===== src/rtl/multicycle_ctrl_if.sv =====
// Memory handshake between the multi-cycle sequencer (master) and the shared
// single-port memory (slave).
interface multicycle_ctrl_if;
  // mem_req is held, together with mem_we and iord, until the first cycle
  // where mem_ready=1. That cycle completes the transfer. mem_ready is
  // ignored while mem_req=0.
  logic mem_req;
  logic mem_we;
  logic iord;
  logic mem_ready;

  modport master (
    output mem_req,
    output mem_we,
    output iord,
    input  mem_ready
  );

  modport slave (
    input  mem_req,
    input  mem_we,
    input  iord,
    output mem_ready
  );
endinterface


===== src/rtl/multicycle_ctrl.sv =====
// Multi-cycle RV32I sequencer: FETCH/DECODE/EXEC/MEM/WB control, memory
// handshake, illegal-opcode and memory-timeout traps, retired-instruction count.
module multicycle_ctrl #(
  parameter int TIMEOUT = 15,
  parameter int CNT_W   = 32
) (
  input  logic              clk,
  input  logic              rst,
  input  logic              run,
  input  logic [6:0]        opcode,
  multicycle_ctrl_if.master mem,
  output logic              ir_write,
  output logic              pc_write,
  output logic              pc_write_cond,
  output logic [1:0]        pc_src,
  output logic              alu_src_a,
  output logic [1:0]        alu_src_b,
  output logic [1:0]        aluop,
  output logic              reg_write,
  output logic [1:0]        wb_sel,
  output logic              retire,
  output logic [CNT_W-1:0]  retired_cnt,
  output logic              illegal,
  output logic              bus_err,
  output logic [2:0]        state
);

  typedef enum logic [2:0] {
    S_IDLE   = 3'd0,
    S_FETCH  = 3'd1,
    S_DECODE = 3'd2,
    S_EXEC   = 3'd3,
    S_MEM    = 3'd4,
    S_WB     = 3'd5,
    S_TRAP   = 3'd6,
    S_BAD    = 3'd7
  } state_t;

  localparam logic [6:0] OP_R    = 7'b0110011;
  localparam logic [6:0] OP_LD   = 7'b0000011;
  localparam logic [6:0] OP_ST   = 7'b0100011;
  localparam logic [6:0] OP_BR   = 7'b1100011;
  localparam logic [6:0] OP_I    = 7'b0010011;
  localparam logic [6:0] OP_JALR = 7'b1100111;
  localparam logic [6:0] OP_JAL  = 7'b1101111;

  localparam int              WAIT_W     = (TIMEOUT < 1) ? 1 : $clog2(TIMEOUT + 1);
  localparam logic [WAIT_W-1:0] WAIT_LIMIT = WAIT_W'(TIMEOUT);

  state_t            state_q, state_d;
  logic [WAIT_W-1:0] wait_q;
  logic              mem_req_c, mem_we_c, iord_c;
  logic              done, set_ill, set_be;
  logic              mem_wait, timeout_hit;

  assign mem.mem_req = mem_req_c;
  assign mem.mem_we  = mem_we_c;
  assign mem.iord    = iord_c;
  assign state       = state_q;

  assign mem_wait    = mem_req_c && !mem.mem_ready;
  // mem_ready on the limit cycle still completes normally.
  assign timeout_hit = (TIMEOUT > 0) && (wait_q == WAIT_LIMIT) && !mem.mem_ready;

  always_ff @(posedge clk) begin
    if (rst) state_q <= S_IDLE;
    else     state_q <= state_d;
  end

  always_comb begin
    state_d       = state_q;
    mem_req_c     = 1'b0;
    mem_we_c      = 1'b0;
    iord_c        = 1'b0;
    ir_write      = 1'b0;
    pc_write      = 1'b0;
    pc_write_cond = 1'b0;
    pc_src        = 2'b00;
    alu_src_a     = 1'b0;
    alu_src_b     = 2'b00;
    aluop         = 2'b00;
    reg_write     = 1'b0;
    wb_sel        = 2'b00;
    retire        = 1'b0;
    done          = 1'b0;
    set_ill       = 1'b0;
    set_be        = 1'b0;

    case (state_q)
      S_IDLE: begin
        if (run) state_d = S_FETCH;
      end
      S_FETCH: begin
        mem_req_c = 1'b1;
        alu_src_b = 2'b01;
        if (mem.mem_ready) begin
          ir_write = 1'b1;
          pc_write = 1'b1;
          state_d  = S_DECODE;
        end else if (timeout_hit) begin
          set_be  = 1'b1;
          state_d = S_TRAP;
        end
      end
      S_DECODE: begin
        // PC + imm computed here so branch/JAL targets sit in ALUOut for EXEC.
        alu_src_b = 2'b10;
        case (opcode)
          OP_R, OP_LD, OP_ST, OP_BR, OP_I, OP_JALR, OP_JAL: state_d = S_EXEC;
          default: begin
            set_ill = 1'b1;
            state_d = S_TRAP;
          end
        endcase
      end
      S_EXEC: begin
        case (opcode)
          OP_R: begin
            alu_src_a = 1'b1;
            aluop     = 2'b10;
            state_d   = S_WB;
          end
          OP_I: begin
            alu_src_a = 1'b1;
            alu_src_b = 2'b10;
            aluop     = 2'b10;
            state_d   = S_WB;
          end
          OP_LD, OP_ST: begin
            alu_src_a = 1'b1;
            alu_src_b = 2'b10;
            state_d   = S_MEM;
          end
          OP_BR: begin
            alu_src_a     = 1'b1;
            aluop         = 2'b01;
            pc_write_cond = 1'b1;
            pc_src        = 2'b01;
            done          = 1'b1;
          end
          OP_JAL: begin
            pc_write  = 1'b1;
            pc_src    = 2'b01;
            reg_write = 1'b1;
            wb_sel    = 2'b10;
            done      = 1'b1;
          end
          OP_JALR: begin
            alu_src_a = 1'b1;
            alu_src_b = 2'b10;
            aluop     = 2'b11;
            pc_write  = 1'b1;
            reg_write = 1'b1;
            wb_sel    = 2'b10;
            done      = 1'b1;
          end
          default: begin
            set_ill = 1'b1;
            state_d = S_TRAP;
          end
        endcase
      end
      S_MEM: begin
        mem_req_c = 1'b1;
        iord_c    = 1'b1;
        mem_we_c  = (opcode == OP_ST);
        if (mem.mem_ready) begin
          if (opcode == OP_ST) done = 1'b1;
          else                 state_d = S_WB;
        end else if (timeout_hit) begin
          set_be  = 1'b1;
          state_d = S_TRAP;
        end
      end
      S_WB: begin
        reg_write = 1'b1;
        wb_sel    = (opcode == OP_LD) ? 2'b01 : 2'b00;
        done      = 1'b1;
      end
      S_TRAP: begin
        state_d = S_TRAP;
      end
      default: begin
        state_d = S_IDLE;
      end
    endcase

    if (done) begin
      retire  = 1'b1;
      state_d = run ? S_FETCH : S_IDLE;
    end
  end

  always_ff @(posedge clk) begin
    if (rst) begin
      retired_cnt <= '0;
      illegal     <= 1'b0;
      bus_err     <= 1'b0;
      wait_q      <= '0;
    end else begin
      if (retire)  retired_cnt <= retired_cnt + 1'b1;
      if (set_ill) illegal     <= 1'b1;
      if (set_be)  bus_err     <= 1'b1;
      // Any state change restarts the wait count, which covers entry to FETCH/MEM.
      if (state_d != state_q)
        wait_q <= '0;
      else if (mem_wait && wait_q != WAIT_LIMIT)
        wait_q <= wait_q + 1'b1;
    end
  end

endmodule


===== src/flat_wrapper.sv =====
// flat-port wrapper written by rule: the top's interface ports become plain ports
module multicycle_ctrl_flat 
#(
  parameter int TIMEOUT = 15,
  parameter int CNT_W   = 32
)
  (clk, rst, run, opcode, ir_write, pc_write, pc_write_cond, pc_src, alu_src_a, alu_src_b, aluop, reg_write, wb_sel, retire, retired_cnt, illegal, bus_err, state, mem_mem_req, mem_mem_we, mem_iord, mem_mem_ready);
  multicycle_ctrl_if mem_i ();
  input  logic clk;
  input  logic rst;
  input  logic run;
  input  logic [6:0] opcode;
  output logic ir_write;
  output logic pc_write;
  output logic pc_write_cond;
  output logic [1:0] pc_src;
  output logic alu_src_a;
  output logic [1:0] alu_src_b;
  output logic [1:0] aluop;
  output logic reg_write;
  output logic [1:0] wb_sel;
  output logic retire;
  output logic [CNT_W-1:0] retired_cnt;
  output logic illegal;
  output logic bus_err;
  output logic [2:0] state;
  output wire logic [$bits(mem_i.mem_req)-1:0] mem_mem_req;
  output wire logic [$bits(mem_i.mem_we)-1:0] mem_mem_we;
  output wire logic [$bits(mem_i.iord)-1:0] mem_iord;
  input wire logic [$bits(mem_i.mem_ready)-1:0] mem_mem_ready;
  assign mem_mem_req = mem_i.mem_req;
  assign mem_mem_we = mem_i.mem_we;
  assign mem_iord = mem_i.iord;
  assign mem_i.mem_ready = mem_mem_ready;
  multicycle_ctrl #(.TIMEOUT(TIMEOUT), .CNT_W(CNT_W)) u_core (.clk(clk), .rst(rst), .run(run), .opcode(opcode), .mem(mem_i), .ir_write(ir_write), .pc_write(pc_write), .pc_write_cond(pc_write_cond), .pc_src(pc_src), .alu_src_a(alu_src_a), .alu_src_b(alu_src_b), .aluop(aluop), .reg_write(reg_write), .wb_sel(wb_sel), .retire(retire), .retired_cnt(retired_cnt), .illegal(illegal), .bus_err(bus_err), .state(state));
endmodule

===== config.mk =====
export PLATFORM = sky130hd
export DESIGN_NAME = multicycle_ctrl_flat
export DESIGN_NICKNAME = d
export VERILOG_FILES = /design/src/rtl/multicycle_ctrl_if.sv /design/src/rtl/multicycle_ctrl.sv /design/src/flat_wrapper.sv
export SDC_FILE = /design/constraint.sdc
export NUM_CORES = 1
export LEC_CHECK = 0
export BUFFER_PORTS_ARGS = -buffer_cell sky130_fd_sc_hd__buf_2
export CAP_MARGIN = 30
export CORE_ASPECT_RATIO = 1.25
export CORE_MARGIN = 1.5
export CORE_UTILIZATION = 50
export DETAILED_ROUTE_END_ITERATION = 10
export GPL_TIMING_DRIVEN = 0
export PLACE_DENSITY = 0.76
export SETUP_SLACK_MARGIN = 0.3
export SYNTH_ARGS = -nofsm -noshare
export SYNTH_HDL_FRONTEND = slang
export SYNTH_SLANG_ARGS = --single-unit

===== constraint.sdc =====
create_clock -name clk -period 3.4 [get_ports clk]
set_input_delay 0.34 -clock clk [delete_from_list [all_inputs] [get_ports clk]]
set_output_delay 0.34 -clock clk [all_outputs]
set_load 0.01 [all_outputs]

==> flow_metrics.py, run 1 <==
metrics = {
    "place": {
        "place_hpwl_um": 4380,
        "dp_worst_setup_slack_ps": 1130,
        "portBuffers": 62,
        "gp_congestion": 0.911,
    },
    "cts": {
        "cts-htree-levels": 2,
        "cts-root-buf": "clkbuf_8",
        "cts.sinks": 41,
        "clk_pin_slew_ps": 80,
        "cts_hold_buffers": 0,
        "post_cts_buffers": 0,
        "clock_latency_ps": 290,
        "cts_tree": "yes",
        "numCtsBuffers": 5,
        "cts_resized": 0,
        "clockBufferDepth": 2,
    },
    "die": {
        "ios": 65,
        "die_area_um2": 5200,
        "rows": 27,
        "core-area_um2": 4490,
        "die_x_um": 64.8,
        "die_h_um": 80.3,
        "initial_utilization": 0.531,
    },
    "sta": {
        "whs_ps": 360,
        "setup_viol": 0,
        "fin_crit_sh": 0.704,
        "postLayoutSetupSlackWorst_ps": 1010,
        "hold_viol": 0,
        "worst_slew_pin_slew_ps": 527,
        "skew_ps": 2.99,
        "period_needed_ps": 2390,
        "setup_tns_ps": 0,
        "fmax_ghz": 0.418,
        "slew_headroom": 0.649,
        "rsz0062_at_grt": "false",
        "drv_slew": 0,
    },
    "detailed_routing": {
        "drtPass1Iterations": 4,
        "wl_um": 5890,
        "vias_per_cell": 5.62,
        "vias": 2406,
        "initialDrtViolationCount": 114,
        "drcViolationCount": 0,
        "drtAntennaViolNets": 0,
        "wl_per_cell_um": 13.8,
    },
    "global_route": {
        "grt_max_degree": 13,
        "grt_pass1_wl_um": 9630,
        "grt_antenna_before_repair": 0,
        "grt_pass1_vias": 2096,
        "gr-usage-all-layers": 0.232,
        "grt-ovfl-total": 0,
    },
    "synthesis": {
        "synth-main-ff-cell": "dfxtp_1",
        "synth_top_area_frac": 0.344,
        "syn_nets": 314,
        "ys_seq_area_frac": 0.344,
        "synth_warnings": 0,
        "synth_cell_types": 56,
        "netlist_area_um2": 2390,
        "synth_common_cells": "nor2_1, dfxtp_1, nand2_1",
        "ys_seq_elements": 41,
        "yosysTopAreaCell": "dfxtp_1",
        "avgSynthCellArea_um2": 7.93,
        "yosys-top-cells-area": "dfxtp_1, nor2_1, xor2_1, xnor2_1, nand4_1",
        "syn_inst": 301,
        "synth_most_common_cell": "nor2_1",
        "synth_edf_count": 0,
        "synthArstFlopShare": 0,
    },
    "power_and_ir_drop": {
        "p_leak_uw": 0.00120,
        "powerDensity_nw_per_um2": 368,
        "max-vdd-ir-drop_mv": 0.322,
    },
    "status": {
        "status": "finished, final reports clean",
    },
    "layout": {
        "drive_above_1_share": 0.232,
        "syn_to_final_growth_pct": 19.8,
        "nFillCells": 435,
        "fin_nets": 383,
        "n_antenna_cell": 0,
    },
    "critical_path": {
        "endpoint_kind": "primary output",
        "crit_chain": "buf_4 -> nand2b_1 -> o31ai_1 -> a32oi_2 -> inv_2 -> buf_2 -> buf_2",
        "rr_worst_depth": 9,
        "crit_required_ps": 3060,
        "path_buf_inv": 4,
        "crit_cells": 7,
        "cpMostUsedCell": "buf_2",
        "max_stage_delay_ps": 350,
        "arrival_ps": 2050,
        "worst_setup_path_start_kind": "flip-flop",
        "path_delay_family": "buffers and inverters",
        "criticalPathCategory": "flip-flop to primary output",
        "critPathMaxFanout": 10,
        "cp_slowest_cell": "o31ai_1",
    },
    "job": {
        "cap_violations": 0,
    },
    "worst_hold_path": {
        "min_path_cells": 3,
        "min_path_type": "input pin to flip-flop",
    },
}
cell families (layout without fill, tap and decap cells):
| family | after synthesis | after routing | synth area share |
|---|---|---|---|
| mux | 1 | 1 | 0.00419 |
| simple gates | 159 | 159 | 0.360 |
| compound gates | 47 | 47 | 0.135 |
| fa+ha+maj | 2 | 2 | 0.0105 |
| other cells | 1 | 1 | 0.00157 |
| buf+inv | 22 | 91 | 0.0424 |
| flops | 41 | 41 | 0.344 |
| xor+xnor | 28 | 28 | 0.103 |
sequential cells by signal, summed over array words and instances (netlist names):
signal,cells
u_core.bus_err,1
u_core.retired_cnt,32
u_core.state,3
u_core.wait_q,4
u_core.illegal,1
metal layers:
metal / routed length, µm / vias up / global-route usage / part of all wire
li1: - / 1217 / - / -
met1: 2780 / 1120 / 0.310 / 0.47
met2: 2740 / 65 / 0.386 / 0.47
met3: 321 / 4 / 0.0350 / 0.055
met4: 42 / 0 / 0.0638 / 0.0071
met5: 0 / - / 0 / 0
per-stage QoR:
stage / cell area, µm² / utilization / instances / total power, µW
floorplan: 2390 / - / 301 / 667
global placement: 2770 / 0.617 / 421 / 732
detailed placement: 2770 / 0.617 / 421 / 734
CTS: 2860 / 0.637 / 428 / 1060
global route: 2860 / 0.637 / 428 / 1100
finish: 2860 / 0.637 / 428 / 1050
final cells by class:
class | count | area (µm²) | share of cell area
buffer | 17 | 82.6 | 0.0289
clock buffer | 6 | 82.6 | 0.0289
clock inverter | 1 | 7.51 | 0.00262
inverter | 5 | 18.8 | 0.00656
multi-input combinational | 238 | 1470 | 0.512
sequential | 41 | 821 | 0.287
tap | 58 | 72.6 | 0.0254
timing repair buffer | 62 | 310 | 0.108
layout by cell type (no fill, tap or decap), types with 5 or more instances in the layout:
master    instances
or3_1             5
nor2_1           50
nand4_1          15
nor4_1            5
nand2b_1          7
a21oi_1          15
nand3_1          16
clkbuf_1         10
xor2_1           15
xnor2_1          13
buf_2            65
and4_1            7
nand2_1          20
nor3_1            8
nor2b_1           5
and2_1            5
o21ai_0          10
dfxtp_1          41
clkbuf_8          6
power by group:
part / internal, µW / switching, µW / total, µW / leakage, µW
clock: 161 / 167 / 328 / 0.0000433
sequential: 490 / 10.4 / 501 / 0.000331
combinational: 86.0 / 138 / 224 / 0.000828
tightest hold or removal path: stages:
cell	delay, ps
buf_2	110
a311oi_2	60
o211a_1	100
path summary, 6_finish.rpt:
check / start / endpoint / slack [ps]
min: rst / u_core.state[1] / 360
max reg2reg: u_core.state[2] / u_core.wait_q[0] / 1130
max: u_core.state[2] / retire / 1010
min reg2reg: u_core.bus_err / u_core.bus_err / 480
(Power assumes the default switching activity.)
==> run 2: changes to the inputs <==
- ABC_AREA: unset -> 1
- PLACE_DENSITY: 0.76 -> 0.75
- clock period: 3.4 -> 2.3 ns (I/O delays scaled with it)
==> run 2 against run 1 <==
Against the previous run:
- register-to-register slack worse by 700 ps
- die area rose by 7.0%
- sequential power grew 48%
- clock power grew 80%
- sequential share of layout area fell by 2.6 points
- total power grew 60%
- critical path type unchanged
- first-iteration DRC count is 29% higher
- sequential cell count is the same
- area after synthesis grew 7.3%
- critical path depth unchanged
- count of clock-buffer cells in the layout down 1
- routed wire length increased by 16%
==> flow_metrics.py, run 2 <==
metrics = {
    "layout": {
        "largest_reg_flops": 32,
        "final_common_cell": "nand2_1",
        "n_antenna_cell": 0,
        "regMostFlops": "u_core.retired_cnt",
        "final_cell_mix": "nand2_1, buf_2, nor2_1",
        "fin_nets": 473,
        "syn_to_final_growth_pct": 23.4,
        "final_area_um2": 3160,
        "drive_above_1_share": 0.254,
    },
    "cts": {
        "clockBufferDepth": 2,
        "clock_latency_ps": 300,
        "cts-htree-levels": 2,
        "numCtsBuffers": 5,
        "clk_pin_slew_ps": 80,
        "cts-root-buf": "clkbuf_8",
        "cts_tree": "yes",
        "cts.sinks": 41,
    },
    "sta": {
        "setup_tns_ps": 0,
        "fmax_ghz": 0.519,
        "hold_viol": 0,
        "period_needed_ps": 1930,
        "postLayoutSetupSlackWorst_ps": 375,
        "worst_slew_pin_slew_ps": 619,
        "drv_slew": 0,
        "setup_viol": 0,
        "fin_crit_sh": 0.837,
        "rsz0062_at_grt": "true",
        "skew_ps": 5.41,
        "slew_headroom": 0.587,
    },
    "power_and_ir_drop": {
        "p_sw_frac": 0.301,
        "seqPwrFrac": 0.442,
        "combPwrFrac": 0.206,
        "powerDensity_nw_per_um2": 532,
        "p_leak_uw": 0.00142,
        "internal_power_uw": 1180,
        "p_switching_uw": 506,
        "clockPowerShare": 0.352,
        "max-vdd-ir-drop_mv": 0.370,
    },
    "die": {
        "initial_utilization": 0.530,
        "die_h_um": 83.0,
        "rows": 28,
        "die_x_um": 67.0,
        "core-area_um2": 4830,
        "die_area_um2": 5570,
        "ios": 65,
    },
    "synthesis": {
        "synth_edf_count": 0,
        "syn_inst": 386,
        "synthArstFlopShare": 0,
        "synth_top_area_frac": 0.320,
        "synth-main-ff-cell": "dfxtp_1",
        "yosys-top-cells-area": "dfxtp_1, nand2_1, nor2_1, a21oi_1, nand3_1",
        "synth_cell_types": 42,
        "netlist_area_um2": 2560,
        "avgSynthCellArea_um2": 6.64,
        "syn_nets": 399,
        "ys_seq_area_frac": 0.320,
        "synth_warnings": 0,
        "yosysTopAreaCell": "dfxtp_1",
        "synth_most_common_cell": "nand2_1",
        "synth_common_cells": "nand2_1, nor2_1, dfxtp_1",
        "ys_seq_elements": 41,
    },
    "critical_path": {
        "critPathMaxFanout": 10,
        "endpoint_kind": "primary output",
        "cp_slowest_cell": "dfxtp_1",
        "crit_chain": "buf_6 -> inv_2 -> nor3_4 -> nand3_4 -> nand3_4 -> buf_6 -> buf_2",
        "max_stage_delay_ps": 350,
        "worst_setup_path_start_kind": "flip-flop",
        "path_delay_family": "simple AND/OR/NAND/NOR gates",
        "crit_required_ps": 2070,
        "arrival_ps": 1700,
        "path_buf_inv": 4,
        "criticalPathCategory": "flip-flop to primary output",
    },
    "global_route": {
        "grt_antenna_before_repair": 0,
        "grt_pass1_wl_um": 11000,
        "grt_max_degree": 15,
        "grt-ovfl-total": 0,
        "grt_pass1_vias": 2559,
        "gr-usage-all-layers": 0.248,
    },
    "detailed_routing": {
        "vias": 2816,
        "wl_um": 6810,
        "drcViolationCount": 0,
        "wl_per_cell_um": 13.1,
        "drtAntennaViolNets": 0,
        "initialDrtViolationCount": 147,
        "drtPass1Iterations": 6,
        "vias_per_cell": 5.40,
    },
    "status": {
        "status": "finished, final reports clean",
    },
    "place": {
        "portBuffers": 63,
        "gp_congestion": 0.905,
        "dp_worst_setup_slack_ps": 282,
        "place_hpwl_um": 5160,
        "place_area_um2": 2950,
    },
    "worst_hold_path": {
        "min_path_type": "input pin to flip-flop",
    },
    "job": {
        "cap_violations": 0,
    },
}
## run 2: cell types whose count changed after synthesis, moves of 7 or more
| cell | change |
|---|---|
| xnor2_1 | -7 |
| nor2_1 | +10 |
| a21oi_1 | +18 |
| nand2b_1 | -7 |
| nand2_1 | +62 |
| xor2_1 | -8 |
| and4_1 | -7 |
| inv_1 | +25 |
| nor3_1 | +8 |
| nand3_1 | +9 |
## run 2: layout make-up
cell class | instances | area (µm²)
timing repair buffer | 66 | 338
multi-input combinational | 298 | 1600
clock inverter | 3 | 46.3
buffer | 11 | 67.6
sequential | 41 | 825
fill | 456 | 1670
clock buffer | 5 | 68.8
inverter | 37 | 140
tap | 60 | 75.1
## run 2: timing repair
item                       CTS  global route
cloned                       0             1
setup buffers                0             3
setup endpoints to repair    2            10
resized for setup            3            11
pin swaps                    0             3
hold buffers                 0             0
## run 2: worst paths after layout
kind	from	endpoint	slack (ps)	depth (start not counted)
worst max-delay path	u_core.state[2]	retire	370	7
worst min-delay path	rst	u_core.retired_cnt[9]	170	2
worst max register to register	u_core.retired_cnt[3]	u_core.retired_cnt[31]	430	8
worst min register to register	u_core.bus_err	u_core.bus_err	450	2
## run 2: power groups by stage
stage	combinational, µW	clock, µW	sequential, µW
floorplan	227	0	765
global placement	330	0	757
detailed placement	335	0	759
CTS	337	606	742
global route	388	627	747
finish	346	592	743
## run 2: metrics by stage
step                hold slack, ps  utilization  std cells  power [µW]
global route                   188        0.654        521        1760
global placement               441        0.611        509        1090
detailed placement             440        0.611        509        1090
finish                         172        0.654        521        1680
floorplan                      308            -        386         992
CTS                            177        0.637        517        1690
## run 2: cells by family after synthesis
logic type / synth area share
muxes: 0.00391
other: 0.00146
and+or+nand+nor: 0.418
xor gates and xnor gates: 0.0444
buffers and inverters: 0.0771
AOI/OAI and AO/OA: 0.125
adders and majority gates: 0.00976
DFF: 0.320
## run 2: worst reg2reg max path, cell delays in order, from the launching register on
cell and delay [ps]:
dfxtp_1 460, nand2_1 100, nor2_2 160, nand3_1 220
nand3b_1 270, nor3_1 270, xor2_1 170, nand2_1 60
a21oi_1 110
## run 2: layer usage
layer	global-route usage	share of wire	vias up
met5	0	0	-
met4	0.0853	0.022	0
met3	0.0352	0.045	12
met2	0.453	0.51	80
met1	0.283	0.42	1286
li1	-	-	1438
